$ cat config.mk
export PLATFORM = sky130hd
export DESIGN_NAME = decode
export DESIGN_NICKNAME = d
export VERILOG_FILES = /design/src/rtl/decode.sv
export SDC_FILE = /design/constraint.sdc
export NUM_CORES = 2
export LEC_CHECK = 0
export BUFFER_PORTS_ARGS = -buffer_cell sky130_fd_sc_hd__buf_2
export CAP_MARGIN = 20
export CORE_UTILIZATION = 40
export CTS_CLUSTER_SIZE = 12
export DETAILED_ROUTE_END_ITERATION = 12
export PLACE_DENSITY = 0.52
export SYNTH_ARGS = -nofsm -noshare
export SYNTH_HDL_FRONTEND = slang
export SYNTH_SLANG_ARGS = --single-unit
$ cat constraint.sdc
create_clock -name clk -period 5.82 [get_ports clk]
set_clock_uncertainty 0.1 [all_clocks]
set_input_delay 1.164 -clock clk [delete_from_list [all_inputs] [get_ports clk]]
set_output_delay 1.164 -clock clk [all_outputs]
set_load 0.05 [all_outputs]
$ cat src/rtl/decode.sv
// decode: RV32I instruction decode stage.
// Reads the register file (with write-through bypass), builds the sign-extended
// immediate and control bits, detects load-use hazards and registers the
// result into the id_ex bundle.
// Optional feature macro: DECODE_ILLEGAL_EN flags unknown opcodes as illegal
// and suppresses side-effecting controls for illegal or misaligned slots.
module decode (
    input  logic        clk,
    input  logic        rst,
    input  logic [31:0] if_id__pc,
    input  logic [31:0] if_id__ins,
    input  logic        if_id__ins_misalign,
    input  logic        pipe_flush,
    input  logic        mb_id__jump_taken,
    input  logic        wb_id__we,
    input  logic [4:0]  wb_id__rd,
    input  logic [31:0] wb_id__data,
    output logic        data_hazard,
    output logic        id_ex__valid,
    output logic [31:0] id_ex__pc,
    output logic [4:0]  id_ex__rs1,
    output logic [4:0]  id_ex__rs2,
    output logic [4:0]  id_ex__rd,
    output logic [31:0] id_ex__rs1_data,
    output logic [31:0] id_ex__rs2_data,
    output logic [31:0] id_ex__imm,
    output logic [6:0]  id_ex__opcode,
    output logic [2:0]  id_ex__funct3,
    output logic        id_ex__funct7b5,
    output logic        id_ex__reg_write,
    output logic        id_ex__mem_read,
    output logic        id_ex__mem_write,
    output logic        id_ex__ins_misalign,
    output logic        id_ex__illegal
);

    localparam logic [6:0] OPC_OP     = 7'b0110011;
    localparam logic [6:0] OPC_OP_IMM = 7'b0010011;
    localparam logic [6:0] OPC_LOAD   = 7'b0000011;
    localparam logic [6:0] OPC_STORE  = 7'b0100011;
    localparam logic [6:0] OPC_BRANCH = 7'b1100011;
    localparam logic [6:0] OPC_JAL    = 7'b1101111;
    localparam logic [6:0] OPC_JALR   = 7'b1100111;
    localparam logic [6:0] OPC_LUI    = 7'b0110111;
    localparam logic [6:0] OPC_AUIPC  = 7'b0010111;

    logic [31:0] regs [31:0];

    logic [6:0]  opcode;
    logic [4:0]  rd;
    logic        rs1_used;
    logic        rs2_used;
    logic [4:0]  rs1;
    logic [4:0]  rs2;
    logic [31:0] rs1_data;
    logic [31:0] rs2_data;
    logic [31:0] imm;
    logic        reg_write;
    logic        mem_read;
    logic        mem_write;
    logic        illegal;
    logic        in_valid;

    assign opcode   = if_id__ins[6:0];
    assign rd       = if_id__ins[11:7];
    assign in_valid = !pipe_flush && !mb_id__jump_taken;

    // Register file write port; x0 is never written.
    always_ff @(posedge clk) begin
        if (wb_id__we && wb_id__rd != 5'd0) begin
            regs[wb_id__rd] <= wb_id__data;
        end
    end

    // Field decode, immediate generation, control and bypassed register reads.
    always_comb begin
        imm = '0;
        unique case (opcode)
            OPC_OP_IMM, OPC_LOAD, OPC_JALR:
                imm = {{20{if_id__ins[31]}}, if_id__ins[31:20]};
            OPC_STORE:
                imm = {{20{if_id__ins[31]}}, if_id__ins[31:25], if_id__ins[11:7]};
            OPC_BRANCH:
                imm = {{19{if_id__ins[31]}}, if_id__ins[31], if_id__ins[7],
                       if_id__ins[30:25], if_id__ins[11:8], 1'b0};
            OPC_LUI, OPC_AUIPC:
                imm = {if_id__ins[31:12], 12'h000};
            OPC_JAL:
                imm = {{11{if_id__ins[31]}}, if_id__ins[31], if_id__ins[19:12],
                       if_id__ins[20], if_id__ins[30:21], 1'b0};
            default:
                imm = '0;
        endcase

        rs1_used = !(opcode inside {OPC_LUI, OPC_AUIPC, OPC_JAL});
        rs2_used = opcode inside {OPC_OP, OPC_STORE, OPC_BRANCH};
        rs1      = rs1_used ? if_id__ins[19:15] : '0;
        rs2      = rs2_used ? if_id__ins[24:20] : '0;

        reg_write = (opcode inside {OPC_OP, OPC_OP_IMM, OPC_LOAD, OPC_LUI,
                                    OPC_AUIPC, OPC_JAL, OPC_JALR}) && (rd != 5'd0);
        mem_read  = (opcode == OPC_LOAD);
        mem_write = (opcode == OPC_STORE);

`ifdef DECODE_ILLEGAL_EN
        illegal = !(opcode inside {OPC_OP, OPC_OP_IMM, OPC_LOAD, OPC_STORE, OPC_BRANCH,
                                   OPC_JAL, OPC_JALR, OPC_LUI, OPC_AUIPC})
                  || (if_id__ins[1:0] != 2'b11);
        if (illegal || if_id__ins_misalign) begin
            reg_write = 1'b0;
            mem_read  = 1'b0;
            mem_write = 1'b0;
        end
`else
        illegal = 1'b0;
`endif

        // Write-through bypass: a write landing this edge is seen by this read.
        rs1_data = '0;
        if (rs1 != 5'd0) begin
            rs1_data = (wb_id__we && wb_id__rd == rs1) ? wb_id__data : regs[rs1];
        end
        rs2_data = '0;
        if (rs2 != 5'd0) begin
            rs2_data = (wb_id__we && wb_id__rd == rs2) ? wb_id__data : regs[rs2];
        end
    end

    // Load-use stall request; held low through reset so uninitialised id_ex cannot leak.
    assign data_hazard = !rst && in_valid && id_ex__valid && id_ex__mem_read
                         && (id_ex__rd != 5'd0)
                         && ((rs1_used && rs1 == id_ex__rd) || (rs2_used && rs2 == id_ex__rd));

    // id_ex pipeline register: bubble on reset, kill or stall, else the decoded slot.
    always_ff @(posedge clk) begin
        if (rst || !in_valid || data_hazard) begin
            id_ex__valid        <= 1'b0;
            id_ex__pc           <= '0;
            id_ex__rs1          <= '0;
            id_ex__rs2          <= '0;
            id_ex__rd           <= '0;
            id_ex__rs1_data     <= '0;
            id_ex__rs2_data     <= '0;
            id_ex__imm          <= '0;
            id_ex__opcode       <= '0;
            id_ex__funct3       <= '0;
            id_ex__funct7b5     <= 1'b0;
            id_ex__reg_write    <= 1'b0;
            id_ex__mem_read     <= 1'b0;
            id_ex__mem_write    <= 1'b0;
            id_ex__ins_misalign <= 1'b0;
            id_ex__illegal      <= 1'b0;
        end else begin
            id_ex__valid        <= 1'b1;
            id_ex__pc           <= if_id__pc;
            id_ex__rs1          <= rs1;
            id_ex__rs2          <= rs2;
            id_ex__rd           <= rd;
            id_ex__rs1_data     <= rs1_data;
            id_ex__rs2_data     <= rs2_data;
            id_ex__imm          <= imm;
            id_ex__opcode       <= opcode;
            id_ex__funct3       <= if_id__ins[14:12];
            id_ex__funct7b5     <= if_id__ins[30];
            id_ex__reg_write    <= reg_write;
            id_ex__mem_read     <= mem_read;
            id_ex__mem_write    <= mem_write;
            id_ex__ins_misalign <= if_id__ins_misalign;
            id_ex__illegal      <= illegal;
        end
    end

endmodule

==> run metrics <==
worst skew pair latency=0.77 ns; Syn-to-layout area delta=15.5%; setup slack, reg-to-reg=2.48 ns; fin crit period=4.51 ns; Total GRT Usage=32.1%; Initial Utilization=40.5%; initial antenna violation count=22; post-cts resize count=0; # clock sinks=1,183; Final setup viols=0; port bufs=266; Final period util=77.5%; CP required=4.56 ns; peak supply drop=0.219 mV; WS Path Type=input pin to output pin; routed len/inst=35.3 microns; Reg2Reg Depth=8; number of flops mapped to enable cells by yosys=1,024; Die ar.=0.137 sq mm; # DRC=0; metal2 WL=100,000 microns; metal1 wirelength=91,900 microns; synth warn=0; CTS buffer count=136; die height=371 microns; total vias in the final route=41.6k; R2R Path End=id_ex__rs2_data[0]$_SDFF_PP0_; FF/Latch Area=0.0339 sq mm; I/O pins=268; critical path launch point type=input pin; Met3 Routed Length=23,400 microns; Max H-tree Level=4; dpl hpwl=127,000 microns; hold path startpoint=if_id__pc[7]; ratio of cells with drive above 1 in the final layout=19.9%; max layer used=met5; clock-pin slew on the worst setup and hold paths=0.06 ns; count of final hold-check violations=0; Syn Inst Count=4,273; multi-input logic area=0.0193 sq mm; post-synthesis cell area=0.0543 sq mm; Worst Max-Slew Pin Slew=1.19 ns; Power Dens Cells=307 mW/mm^2; average size of a mapped cell=12.7 sq um; vias per cell=6.53; Seq cells post-synth=1,183; RSZ-0062 raised after global routing=no; reg2reg start=id_ex__rd[1]$_SDFF_PP0_; Synth Flop Type=edfxtp_1; hold_ws=0.501 ns; Final #Nets=4,585; status=complete, no violations; first-pass GRT wire length=308,000 microns; Cell variety after synth=81; sequential area share after synthesis=62.4%; WP data arrival=3.24 ns; Die X-Extent=371 microns; crit-path max FO=17; Rel. slew slack=20.7%; CTS tree=done; Hold Crit Class=input pin to register; leakage=21.8 nW; Slew Viols, Final=0; Total Neg Setup Slack=0 ns; ys async rst share=0%; clock root buffer=clkbuf_16; final antenna-violating net count=0; router iterations before antenna repair=6; Endpoint, Worst Hold=id_ex__pc[7]$_SDFF_PP0_; clk buf depth=3; number of core rows=134; Hold-fix buffers, CTS=0; postcts setup bufs=0; Routability Congestion=0.849; Util after Layout=46.8%; Filler cells=12.1k; vias in the first global route=39.5k; Design Power=19.3 mW; Max Cap Viol=0; largest net degree at the start of global routing=113; Worst setup EP type=output pin; Core ar.=0.134 sq mm; grt ovf=0; hold depth=2; final wirelength=225,000 microns; DRT iter0 DRCs=5,877; FMAX=0.222 GHz
## critical path, cell delays in order
cell and delay (ns):
buf_2 0.15, and4bb_4 0.54, nand2_1 0.26, nor4_1 0.46, a21oi_1 0.10, nor2_1 0.25, buf_2 0.32
## registers in the layout, indices dropped and copies added, names as in the netlist, 3 cells and up
signal and cells:
id_ex__rs1 5, id_ex__rd 5, id_ex__opcode 7, id_ex__pc 32, id_ex__funct3 3, id_ex__imm 32, id_ex__rs2_data 32, regs 1024
id_ex__rs1_data 32, id_ex__rs2 5
## metal layers
layer / vias to the layer above / track usage [%]
met2: 2755 / 48.8
met1: 21200 / 44.5
li1: 17100 / -
met4: 8 / 14.0
met5: - / 0
met3: 482 / 6.26
## cells in the mapped netlist, drive strengths merged (15+ instances only)
library cell	count	area [sq um]
a211oi	73	548
a21oi	252	1260
a221o	46	460
a221oi	52	462
a22oi	80	606
a31oi	84	526
a32o	73	731
and2	52	325
and3	29	181
buf	174	900
clkbuf	198	746
dfxtp	159	3180
edfxtp	1024	30700
inv	19	71.3
mux2	181	2040
mux2i	357	3570
mux4	31	698
nand2	523	1960
nand3	155	781
nand4	59	369
nor2	121	457
nor2b	38	240
o211ai	48	360
o21ai	188	948
o221a	15	169
o221ai	39	348
o22ai	27	183
o2bb2ai	33	289
o32ai	27	244
## metrics by stage
| stage | setup slack, ns | area [sq um] | std cells |
|---|---|---|---|
| 2_1_floorplan | 1.71 | 54500 | 4305 |
| 3_3_place_gp | 1.31 | 58400 | 6107 |
| 3_5_place_dp | 1.38 | 58400 | 6108 |
| 4_1_cts | 1.37 | 62700 | 6360 |
| 5_1_grt | 1.27 | 62800 | 6364 |
| 6_report | 1.31 | 62800 | 6367 |
## final cells by class
class / count / share of cell area [%]
repair buffers: 407 / 4.61
clock inverters: 49 / 0.710
clock buffers: 203 / 6.23
inverters: 20 / 0.122
well taps: 1768 / 3.52
diodes: 7 / 0.0279
multi-input cells: 2730 / 30.7
flip-flops and latches: 1183 / 54.1
## logic make-up (layout without fill, tap and decap cells)
logic type      Yosys count  in the layout  synth area share [%]
flops                  1183           1183                  62.4
compound gates         1088           1088                  13.9
simple gates           1023           1023                  8.56
mux                     569            569                  11.6
buf+inv                 392            679                  3.17
xor+xnor                 17             17                 0.274
other cells               1             40               0.00690
## cells in the final DEF, fill, tap and decap left out, types with 33 or more instances in the layout
cell type	Yosys	layout
dfxtp_1	159	159
a22oi_1	79	79
mux2_2	181	181
clkbuf_1	196	45
buf_4	15	106
nand4_1	59	59
nor2_4	0	40
o221ai_1	38	37
nand2_1	523	521
nor2_1	120	79
clkbuf_16	0	140
a21oi_1	251	251
a211oi_1	73	73
a221o_1	46	46
edfxtp_1	1024	1024
conb_1	1	33
a31oi_1	84	84
a32o_1	73	73
mux2i_1	357	357
o211ai_1	48	48
o2bb2ai_1	33	33
and2_1	52	51
nand3_1	154	150
buf_12	0	35
nor2b_1	37	36
o21ai_0	180	178
buf_2	116	261
a221oi_1	51	51
## worst max path at each step
stage	start	end	cells after the start
6_report	if_id__ins[2]	data_hazard	7
5_1_grt	if_id__ins[2]	data_hazard	7
4_1_cts	if_id__ins[2]	data_hazard	7
3_5_place_dp	if_id__ins[2]	data_hazard	7
3_3_place_gp	if_id__ins[2]	id_ex__rs2_data[8]$_SDFF_PP0_	8
2_1_floorplan	if_id__ins[2]	data_hazard	6
## where the power goes
group | internal [mW] | switching [mW]
clock network | 4.93 | 3.51
registers | 9.34 | 0.0643
logic | 0.438 | 1.02
(Power assumes the default switching activity.)
